`src/rtl/mc_control_unit.sv`:
```
// Multi-cycle RV32I control unit: sequences FETCH/DECODE/EXEC/MEM/WB, holds decoded
// datapath controls per instruction, times out stalled memory and counts retirements.
module mc_control_unit #(
    parameter int MEM_TIMEOUT = 15,
    parameter int CNT_W       = 32
) (
    input  logic             clk,
    input  logic             rst_n,
    input  logic [31:0]      instr,
    input  logic             mem_ack,
    input  logic             halt,
    output logic             mem_req,
    output logic             mem_we,
    output logic             addr_sel,
    output logic             ir_write,
    output logic             pc_write,
    output logic             reg_write,
    output logic             branch,
    output logic             load,
    output logic             store,
    output logic             opB,
    output logic [1:0]       opA,
    output logic [2:0]       imm_sel,
    output logic [1:0]       next_sel,
    output logic [1:0]       wb_sel,
    output logic [3:0]       ALU_C,
    output logic             trap,
    output logic [1:0]       fault,
    output logic [CNT_W-1:0] instret
);

    localparam int TW = (MEM_TIMEOUT < 2) ? 1 : $clog2(MEM_TIMEOUT + 1);

    localparam logic [6:0] OP_R      = 7'b0110011;
    localparam logic [6:0] OP_IMM    = 7'b0010011;
    localparam logic [6:0] OP_LUI    = 7'b0110111;
    localparam logic [6:0] OP_AUIPC  = 7'b0010111;
    localparam logic [6:0] OP_JAL    = 7'b1101111;
    localparam logic [6:0] OP_JALR   = 7'b1100111;
    localparam logic [6:0] OP_BRANCH = 7'b1100011;
    localparam logic [6:0] OP_LOAD   = 7'b0000011;
    localparam logic [6:0] OP_STORE  = 7'b0100011;

    typedef enum logic [2:0] {
        S_IDLE, S_FETCH, S_DECODE, S_EXEC, S_MEM, S_WB, S_TRAP
    } state_t;

    state_t        state;
    logic [6:0]    op_q;
    logic [2:0]    f3_q;
    logic          i30_q;
    logic          fetch_busy;
    logic [TW-1:0] wait_cnt;
    logic          fetch_req;
    logic          timeout_hit;
    logic          unused_instr_bits;

    logic          d_branch, d_load, d_store, d_opb, d_illegal;
    logic [1:0]    d_opa, d_next, d_wb;
    logic [2:0]    d_imm;
    logic [3:0]    d_alu;

    assign unused_instr_bits = ^{instr[31], instr[29:15], instr[11:7]};

    // Once a fetch request has gone out it stays up until acked, whatever halt does.
    assign fetch_req   = (state == S_FETCH) && (!halt || fetch_busy);
    assign timeout_hit = (MEM_TIMEOUT != 0) && mem_req && !mem_ack
                         && (wait_cnt == TW'(MEM_TIMEOUT - 1));

    always_comb begin
        d_branch  = 1'b0;
        d_load    = 1'b0;
        d_store   = 1'b0;
        d_opb     = 1'b0;
        d_opa     = 2'b00;
        d_imm     = 3'b000;
        d_next    = 2'b00;
        d_wb      = 2'b00;
        d_alu     = 4'b0000;
        d_illegal = 1'b0;
        case (op_q)
            OP_R: begin
                d_alu     = {i30_q, f3_q};
                d_illegal = i30_q && (f3_q != 3'b000) && (f3_q != 3'b101);
            end
            OP_IMM: begin
                d_opb     = 1'b1;
                d_alu     = (f3_q == 3'b101) ? {i30_q, f3_q} : {1'b0, f3_q};
                d_illegal = (f3_q == 3'b001) && i30_q;
            end
            // Immediate-operand ALU uses (LUI/AUIPC/load/store address) feed the immediate on B.
            OP_LUI: begin
                d_opb = 1'b1;
                d_opa = 2'b10;
                d_imm = 3'b011;
                d_alu = 4'b1111;
            end
            OP_AUIPC: begin
                d_opb = 1'b1;
                d_opa = 2'b01;
                d_imm = 3'b011;
            end
            OP_JAL: begin
                d_next = 2'b10;
                d_wb   = 2'b10;
                d_imm  = 3'b100;
            end
            OP_JALR: begin
                d_next = 2'b11;
                d_wb   = 2'b10;
            end
            OP_BRANCH: begin
                d_branch  = 1'b1;
                d_alu     = 4'b1000;
                d_imm     = 3'b010;
                d_next    = 2'b01;
                d_illegal = (f3_q == 3'b010) || (f3_q == 3'b011);
            end
            OP_LOAD: begin
                d_load = 1'b1;
                d_opb  = 1'b1;
                d_wb   = 2'b01;
            end
            OP_STORE: begin
                d_store = 1'b1;
                d_opb   = 1'b1;
                d_imm   = 3'b001;
            end
            default: d_illegal = 1'b1;
        endcase
    end

    always_comb begin
        mem_req   = 1'b0;
        mem_we    = 1'b0;
        addr_sel  = 1'b0;
        ir_write  = 1'b0;
        pc_write  = 1'b0;
        reg_write = 1'b0;
        case (state)
            S_FETCH: begin
                mem_req  = fetch_req;
                ir_write = fetch_req && mem_ack;
            end
            S_EXEC: pc_write = branch;
            S_MEM: begin
                mem_req  = 1'b1;
                mem_we   = store;
                addr_sel = 1'b1;
                pc_write = store && mem_ack;
            end
            S_WB: begin
                reg_write = 1'b1;
                pc_write  = 1'b1;
            end
            default: ;
        endcase
    end

    always_ff @(posedge clk or negedge rst_n) begin
        if (!rst_n) begin
            state      <= S_IDLE;
            op_q       <= '0;
            f3_q       <= '0;
            i30_q      <= 1'b0;
            fetch_busy <= 1'b0;
            wait_cnt   <= '0;
            branch     <= 1'b0;
            load       <= 1'b0;
            store      <= 1'b0;
            opB        <= 1'b0;
            opA        <= '0;
            imm_sel    <= '0;
            next_sel   <= '0;
            wb_sel     <= '0;
            ALU_C      <= '0;
            trap       <= 1'b0;
            fault      <= '0;
            instret    <= '0;
        end else begin
            if (pc_write)
                instret <= instret + CNT_W'(1);
            case (state)
                S_IDLE: begin
                    state      <= S_FETCH;
                    fetch_busy <= 1'b0;
                    wait_cnt   <= '0;
                end
                S_FETCH: begin
                    if (timeout_hit) begin
                        state <= S_TRAP;
                        trap  <= 1'b1;
                        fault <= 2'b10;
                    end else if (mem_req && mem_ack) begin
                        op_q       <= instr[6:0];
                        f3_q       <= instr[14:12];
                        i30_q      <= instr[30];
                        fetch_busy <= 1'b0;
                        state      <= S_DECODE;
                    end else if (mem_req) begin
                        fetch_busy <= 1'b1;
                        wait_cnt   <= wait_cnt + TW'(1);
                    end
                end
                S_DECODE: begin
                    if (d_illegal) begin
                        state <= S_TRAP;
                        trap  <= 1'b1;
                        fault <= 2'b01;
                    end else begin
                        branch   <= d_branch;
                        load     <= d_load;
                        store    <= d_store;
                        opB      <= d_opb;
                        opA      <= d_opa;
                        imm_sel  <= d_imm;
                        next_sel <= d_next;
                        wb_sel   <= d_wb;
                        ALU_C    <= d_alu;
                        state    <= S_EXEC;
                    end
                end
                S_EXEC: begin
                    wait_cnt <= '0;
                    if (branch)
                        state <= S_FETCH;
                    else if (load || store)
                        state <= S_MEM;
                    else
                        state <= S_WB;
                end
                S_MEM: begin
                    if (timeout_hit) begin
                        state <= S_TRAP;
                        trap  <= 1'b1;
                        fault <= 2'b10;
                    end else if (mem_ack) begin
                        wait_cnt <= '0;
                        state    <= load ? S_WB : S_FETCH;
                    end else begin
                        wait_cnt <= wait_cnt + TW'(1);
                    end
                end
                S_WB: begin
                    wait_cnt <= '0;
                    state    <= S_FETCH;
                end
                S_TRAP: ;
                default: state <= S_IDLE;
            endcase
        end
    end

endmodule

```
`config.mk`:
```
export PLATFORM = sky130hd
export DESIGN_NAME = mc_control_unit
export DESIGN_NICKNAME = d
export VERILOG_FILES = /design/src/rtl/mc_control_unit.sv
export SDC_FILE = /design/constraint.sdc
export NUM_CORES = 1
export LEC_CHECK = 0
export ABC_AREA = 1
export CORE_ASPECT_RATIO = 1.75
export CORE_MARGIN = 2
export CORE_UTILIZATION = 52
export CTS_BUF_LIST = sky130_fd_sc_hd__clkbuf_2 sky130_fd_sc_hd__clkbuf_4 sky130_fd_sc_hd__clkbuf_8
export DETAILED_ROUTE_END_ITERATION = 8
export GPL_TIMING_DRIVEN = 1
export PLACE_DENSITY = 0.87
export SYNTH_ARGS = -nofsm -noshare
export SYNTH_HDL_FRONTEND = slang
export SYNTH_SLANG_ARGS = --single-unit
```
`constraint.sdc`:
```
create_clock -name clk -period 2.1 [get_ports clk]
set_input_delay 0.42 -clock clk [delete_from_list [all_inputs] [get_ports clk]]
set_output_delay 0.42 -clock clk [all_outputs]
set_load 0.02 [all_outputs]
```
Word level (Yosys, flattened, before mapping):

Index checks and enable logic that the tools add are counted.

* add/sub/neg operators: 2
* reduce and logical (&&, ||, !) cells: 32
* mux-type cells: 42
* bitwise gates (word level): 3
* equal/unequal tests: 30

Operator list (count)
* $add A32 B1 Y32 const B: 1
* $mux W4: 6
* $eq A7 B6 Y1 const B: 3
* $eq A7 B7 Y1 const B: 3
* $mux W3: 7
* $pmux W3 S6: 1
* $pmux W4 S4: 1
* $eq A7 B5 Y1 const B: 2
* $mux W1: 14
* $eq A3 B2 Y1 const B: 4
* $eq A3 B3 Y1 const B: 4
* $pmux W2 S2: 3
* $pmux W3 S4: 1
* $pmux W4 S3: 1
* $reduce_and A3 Y1: 4
* $ne A2 B2 Y1 const B: 5
* $logic_and A1 B1 Y1: 9
* $reduce_or A2 Y1: 4
* $eq A7 B2 Y1 const B: 1
* $eq A3 B1 Y1 const B: 2
* $ne A3 B2 Y1 const B: 2
* $ne A3 B3 Y1 const B: 2
* $pmux W1 S2: 3
* $pmux W2 S3: 1
* other kinds (17): 25

* register bits: 71
* word-level logic and storage cells: 127
* output and inout bits: 58

Longest topological paths before layout:

Gate-level depths: netlist (run 1).

* depth after elaboration: 8
* depth in mapped cells: 12

Worst setup path after synthesis (run 1):

No wires, ideal clock.

* kind: flip-flop to output port
* start point: register state[1]
* end point: output port pc_write
* required time: 1.680 ns
* setup slack: 0.321 ns
* arrival time: 1.359 ns
* stages on the path, launching flop included: 7
* cell sequence: dfrtp_1 > inv_2 > nand2_2 > nor2_1 > a21oi_2 > nand2_4 > buf_2

* word-level cells in the longest chain between the ends: 2

Ends and longest elaborated chain
* from (decl): RTL line 48 `state_t state;`
* from (signal assigned): RTL line 239 `state <= load ? S_WB : S_FETCH;`
* $eq A3 B3 Y1 or $eq A3 B2 Y1 (tied branches): RTL line 140 `case (state)`
* $pmux W1 S3 (*): RTL line 140
* to (decl): RTL line 16 `output logic pc_write,`

Mark *: on every way between the ends. The rest lies on a longest branch, timed or not.

Worst setup path after layout (run 1):

* start point: register state[0]
* end point: output port addr_sel

* word-level cells in the longest chain between the ends: 2

Ends and longest elaborated chain
* $eq A3 B3 Y1: RTL line 140
* $mux W1: RTL line 140
* to (decl): RTL line 14 `output logic addr_sel,`

Every way passes these cells.

==> flow_summary.json, run 1 <==
{
  "status": "completed",
  "cp_common_cell": "inv_1",
  "finalSetupViolCount": 0,
  "n_fill_cell": 614,
  "worst_ep_required_time_ns": 1.68,
  "avgSynthCellArea_sq_um": 7.491,
  "netlist.area_leader.share": 0.4387,
  "cap_violations": 0,
  "fmax_mhz": 497.9,
  "root_buffer": "clkbuf_8",
  "ioPinCount": 94,
  "fin_crit_sh": 0.9564,
  "fin_nets": 664,
  "grt_pass1_vias": 3978,
  "synth_fa_ha_area_frac": 0.009401,
  "via_per_inst": 5.481,
  "cp-start-kind": "flop",
  "synth_top_family_by_area": "simple AND/OR/NAND/NOR gates",
  "max_stage_delay_ns": 0.46,
  "worstPathMaxFanout": 7,
  "drt_iter0_markers": 326,
  "worstMarginPinSlew_ns": 0.5007,
  "drive_above_1_share": 0.1206,
  "synth_fp_nets": 572,
  "place_area_sq_um": 4906,
  "area_growth_pct": 27.36,
  "crit_chain": "inv_1, nand3_2, buf_4, inv_1, dlygate4sd2_1",
  "grt_max_degree": 36,
  "cts_made_buffers": 9,
  "cts_tree": "done",
  "final_area_sq_um": 5085,
  "hold_class": "primary input to asynchronous set/reset pin",
  "critPathKind": "flop to output pin",
  "slew_viol_final": 0,
  "insertion_delay_ns": 0.35,
  "syn_area_sq_um": 3993,
  "synthTopCellsByArea": "dfrtp_1 (44%), nand2_1 (18%), nor2_1 (5.1%), inv_1 (3.9%), nand3_1 (3.9%)",
  "skew_ns": 0.007983,
  "drt_wl_total_microns": 10720,
  "die_w_microns": 70.24,
  "synth-simple-area-share": 0.3685,
  "grt_setup_unrepaired": "false",
  "grt.overflow.total": 0,
  "yosys_warnings": 0,
  "slowest_stage": "dfrtp_2",
  "ys_types": 33,
  "drt-pass1-iter-count": 5,
  "detail_route.wl_per_cell_microns": 14.93,
  "synthCells": 533,
  "placed_cells": 702,
  "critical_path_arrival_ns": 1.59,
  "drtAntennaViolNets": 0,
  "die_h_microns": 119.9,
  "core_region_area_sq_um": 7515,
  "power_density_nw_per_um2": 864.8,
  "synth_xor_xnor_area_share": 0.05704,
  "ys_seq_elements": 70,
  "clk_pin_slew_ns": 0.07,
  "diodes": 0,
  "path_delay_family": "buffers and inverters",
  "cts_sinks": 70,
  "synth_mux_area_frac": 0,
  "yosysSeqAreaShare": 0.4387,
  "maxSlewHeadroom": 0.6636,
  "antenna_found_initial": 0,
  "initial_utilization": 0.5313,
  "post-cts-setup-buffer-count": 0,
  "stdcell_count": 718,
  "leakage_uw": 0.002351,
  "hold_ws_ns": 0.006735,
  "gp_congestion": 0.9380,
  "grt_pass1_wl_microns": 17860,
  "peakVddDrop_v": 0.0006582,
  "synth_compound_gate_area_share": 0.06299,
  "cp_num_buf_inv": 4,
  "endpoint_kind": "output pin",
  "io_buffers": 72,
  "synth_top_cell_by_area": "dfrtp_1",
  "post-route-min-period_ns": 2.008,
  "track_usage": 0.2668,
  "place_hpwl_microns": 8206,
  "clockBufferDepth": 2,
  "finalHoldViolations": 0,
  "drc": 0,
  "dieArea_sq_um": 8422,
  "rows": 42,
  "cts.htree.levels": 3,
  "num_vias": 3935
}
## report_power, final
part | internal [uW] | switching (uW) | total, uW | leakage (uW)
Clock | 527 | 483 | 1010 | 0.0000988
Sequential | 1570 | 254 | 1820 | 0.000908
Combinational | 581 | 987 | 1570 | 0.00134
## state kept, by name, summed over array words and instances, names as in the netlist
name	cells
i30_q	1
opA	2
fetch_busy	1
ALU_C	4
fault	2
trap	1
imm_sel	3
branch	1
state	3
load	1
wb_sel	1
op_q	7
wait_cnt	4
f3_q	3
next_sel	2
instret	32
opB	1
store	1
## layout by cell type, fill, tap and decap left out, types with 16 or more instances in the layout
cell type / Yosys / routed
xor2_1: 16 / 16
buf_4: 1 / 16
nor2_1: 54 / 53
nor3_1: 16 / 16
dfrtp_1: 70 / 69
nand2_1: 193 / 193
inv_1: 42 / 41
clkdlybuf4s50_1: 0 / 65
o21ai_0: 22 / 22
nand3_1: 31 / 31
## cell usage after synthesis (all sizes together)
master  instances
nor2           63
a31oi           2
or2             2
o21ai          32
nor3b           1
a21oi           5
o21a            1
ha              3
nor4            2
nand3b          6
nand2         202
xor2           16
inv            48
xnor2          10
nand3          34
dfrtp          70
nor3           16
o22ai           2
nand4           9
buf             9
## worst paths after layout
path | start | to | slack (ns) | cells after the start
hold / removal | rst_n | instret[5] | 0.007 | 1
setup / recovery | state[0] | addr_sel | 0.09 | 5
min in group clk | ALU_C[1] | ALU_C[1] | 0.48 | 2
max in group asynchronous | rst_n | instret[27] | 1.55 | 2
hold reg to reg | ALU_C[1] | ALU_C[1] | 0.48 | 2
setup reg to reg | instret[0] | instret[18] | 0.15 | 7
## kinds of logic after synthesis
family / count (synthesis)
AOI/OAI and AO/OA: 42
adders and majority gates: 3
and+or+nand+nor: 335
xor gates and xnor gates: 26
buffers and inverters: 57
DFF: 70
## routing by layer
| metal | track usage | vias to the layer above | share of wire |
|---|---|---|---|
| li1 | - | 1875 | - |
| met3 | 0.04786 | 50 | 0.046 |
| met2 | 0.4829 | 176 | 0.55 |
| met5 | 0 | - | 0 |
| met1 | 0.2690 | 1834 | 0.35 |
| met4 | 0.1839 | 0 | 0.049 |
## final cells by class
type,instances,area [sq um],share of cell area
Sequential cell,70,1753,0.3447
Inverter,48,180.2,0.03543
Clock inverter,1,5.005,0.0009843
Clock buffer,15,175.2,0.03445
Multi-Input combinational cell,406,1991,0.3915
Tap cell,88,110.1,0.02165
Timing Repair Buffer,90,870.8,0.1713
## stage by stage
step / total power, uW / setup TNS, ns / worst slack [ns] / utilization
final: 4398 / 0 / 0.09155 / 0.6767
after global routing: 4647 / 0 / 0.01042 / 0.6767
after CTS: 4385 / 0 / 0.06371 / 0.6760
after detailed placement: 3393 / -0.4968 / -0.1270 / 0.6528
after global placement: 3316 / -0.3727 / -0.1338 / 0.6528
after floorplan: 2811 / 0 / 0.3211 / -
## worst register-to-register path: stages, from the launching register on
cell and delay (ns):
dfrtp_1 0.42, ha_1 0.22, nand3_1 0.21, nor2_2 0.21, nand2_1 0.12, nor2_1 0.27, nand3_1 0.18, xnor2_1 0.23
## repair_timing
item	4_1_cts	5_1_grt
setup endpoints to repair	6	4
hold buffers	0	0
resized for setup	8	3
Power figures use the tool's default switching activity.
==> inputs of run 2 (changes only) <==
ABC_CLOCK_PERIOD_IN_PS = 2100   (was default)
CORE_UTILIZATION = 40   (was 52)
PLACE_DENSITY = 0.7   (was 0.87)
==> run 2 against run 1 <==
Die area up 29%. Largest cell class unchanged. Sequential share of layout area down 0.57 points. Worst hold slack better by 0.48 ns. Clock power up 11%. Sequential power about the same. Clock skew down 0.00061 ns. Critical path depth up 1.
==> flow_summary.json, run 2 (same netlist as run 1, synthesis figures left out) <==
{
  "status": "completed",
  "gp_congestion": 0.9383,
  "fin_crit_sh": 0.9430,
  "grt_pass1_wl_microns": 17800,
  "largest_register_ffs": 32,
  "hold_path_end": "next_sel[1]",
  "seqPwrFrac": 0.399,
  "intPower_uw": 2735,
  "slowest_stage": "dfrtp_1",
  "ioPinCount": 94,
  "post-route-util": 0.5281,
  "drive_above_1_share": 0.1234,
  "cp_num_buf_inv": 2,
  "cp_common_cell": "nand2_2",
  "finalHoldViolations": 0,
  "finalSetupTns_ns": 0,
  "skew_ns": 0.007375,
  "holdPathStages": 2,
  "diodes": 0,
  "maxSlewHeadroom": 0.6459,
  "num_vias": 3811,
  "drc": 0,
  "fmax_mhz": 505.0,
  "p_switching_uw": 1778,
  "post-route-min-period_ns": 1.980,
  "io_buffers": 72,
  "grt.overflow.total": 0,
  "worst_ep_required_time_ns": 1.68,
  "largest-register": "instret",
  "critical_path_arrival_ns": 1.56,
  "grt_max_degree": 36,
  "cp-start-kind": "flop",
  "placed_cells": 740,
  "die_h_microns": 136.2,
  "initial_utilization": 0.4078,
  "endpoint_kind": "output pin",
  "die_w_microns": 79.52,
  "dp_slack_ns": -0.1292,
  "final_common_cell": "nand2_1",
  "worstMarginPinSlew_ns": 0.5271,
  "core_region_area_sq_um": 9789,
  "drt-pass1-iter-count": 4,
  "final_cell_mix": "nand2_1 (193), dfrtp_1 (69), clkdlybuf4s50_1 (65)",
  "grt_pass1_vias": 3914,
  "top_regs": "instret x32, op_q x7",
  "r2r_slack_ns": 0.24,
  "drt_iter0_markers": 195,
  "leakage_uw": 0.002368,
  "cts_tree": "done",
  "slew_viol_final": 0,
  "dieArea_sq_um": 10830,
  "clockBufferDepth": 2,
  "worstPathMaxFanout": 6,
  "worst_r2r_path_depth": 7,
  "path_delay_family": "buffers and inverters",
  "cap_violations": 0,
  "area_growth_pct": 29.49,
  "peakVddDrop_v": 0.0007013,
  "combPwrFrac": 0.354,
  "grt_setup_unrepaired": "false",
  "insertion_delay_ns": 0.35,
  "cts_sinks": 70,
  "cts_made_buffers": 9,
  "stdcell_count": 757,
  "swShare": 0.3939,
  "r2r-start": "instret[0]",
  "timing.rr.end": "instret[20]",
  "drtAntennaViolNets": 0,
  "track_usage": 0.2110,
  "via_per_inst": 5.034,
  "detail_route.wl_per_cell_microns": 13.98,
  "finalSetupViolCount": 0,
  "crit_chain": "inv_2, nand2_2, nor2_4, nand2_2, nand2_2, dlygate4sd2_1",
  "max_stage_delay_ns": 0.39,
  "place_hpwl_microns": 8313,
  "critPathKind": "flop to output pin",
  "fin_nets": 666,
  "root_buffer": "clkbuf_8",
  "hold_class": "flop to flop",
  "drt_wl_total_microns": 10580,
  "fin_ws_ns": 0.1197,
  "cts.htree.levels": 3,
  "hold_ws_ns": 0.4835,
  "holdCritStartpoint": "next_sel[1]",
  "rows": 48,
  "antenna_found_initial": 0,
  "power.share.clock": 0.247,
  "clk_pin_slew_ns": 0.08,
  "power_density_nw_per_um2": 872.9
}
==> run 2: cell types whose count changed in the layout (fill, tap and decap cells not counted) <==
cell / change
clkbuf_4: -5
inv_2: -1
clkbuf_2: +2
buf_12: +1
clkinv_4: +1
clkinvlp_4: +1
dlygate4sd3_1: +1
bufinv_16: +1
inv_1: +1
clkdlybuf4s15_1: -2
clkinv_2: +2
==> run 2: final cells by class <==
type / instances / area (sq um)
inverters: 48 / 180.2
fillers: 918 / 4619
clock buffers: 10 / 137.6
well taps: 125 / 156.4
multi-input cells: 406 / 1991
clock inverters: 6 / 61.31
flip-flops and latches: 70 / 1753
repair buffers: 92 / 890.9
==> run 2: per-layer routing <==
metal,part of all wire,vias to the layer above,global-route usage
li1,-,1879,-
met1,0.37,1784,0.2066
met2,0.54,114,0.3987
met3,0.041,34,0.03652
met4,0.052,0,0.1284
met5,0,-,0
==> run 2: worst min-delay path: stages, from the launching register on <==
cell and delay (ns):
dfrtp_1 0.35, nand2_1 0.05, nand2_1 0.05
==> run 2: per-stage QoR <==
| step | power (uW) | area [sq um] |
|---|---|---|
| final | 4513 | 5170 |
| after CTS | 4539 | 5176 |
| after global routing | 4844 | 5170 |
| after detailed placement | 3428 | 4972 |
| after global placement | 3376 | 4972 |
| after floorplan | 2811 | 3993 |
==> run 2: worst max-delay path by stage <==
| stage | startpoint | to | slack, ns | cells past startpoint |
|---|---|---|---|---|
| after global routing | state[1] | mem_req | 0.01 | 6 |
| after floorplan | state[1] | pc_write | 0.32 | 6 |
| after detailed placement | halt | ir_write | -0.13 | 5 |
| after CTS | state[1] | ir_write | 0.02 | 6 |
| after global placement | halt | ir_write | -0.15 | 5 |
| final | state[1] | mem_req | 0.12 | 6 |
==> run 2: timing repair <==
action,4_1_cts,5_1_grt
hold buffers,1,0
gates resized for setup,8,4
hold endpoints to repair,5,0
cloned,0,0
setup endpoints to repair,6,2
buffers inserted,0,0
==> run 2: power by group through the flow <==
stage                     Clock (uW)  Sequential, uW  Combinational, uW
after global routing            1210            1830               1810
after floorplan                    0            1850                964
after CTS                       1140            1790               1600
after global placement             0            1810               1570
after detailed placement           0            1820               1610
final                           1120            1800               1600
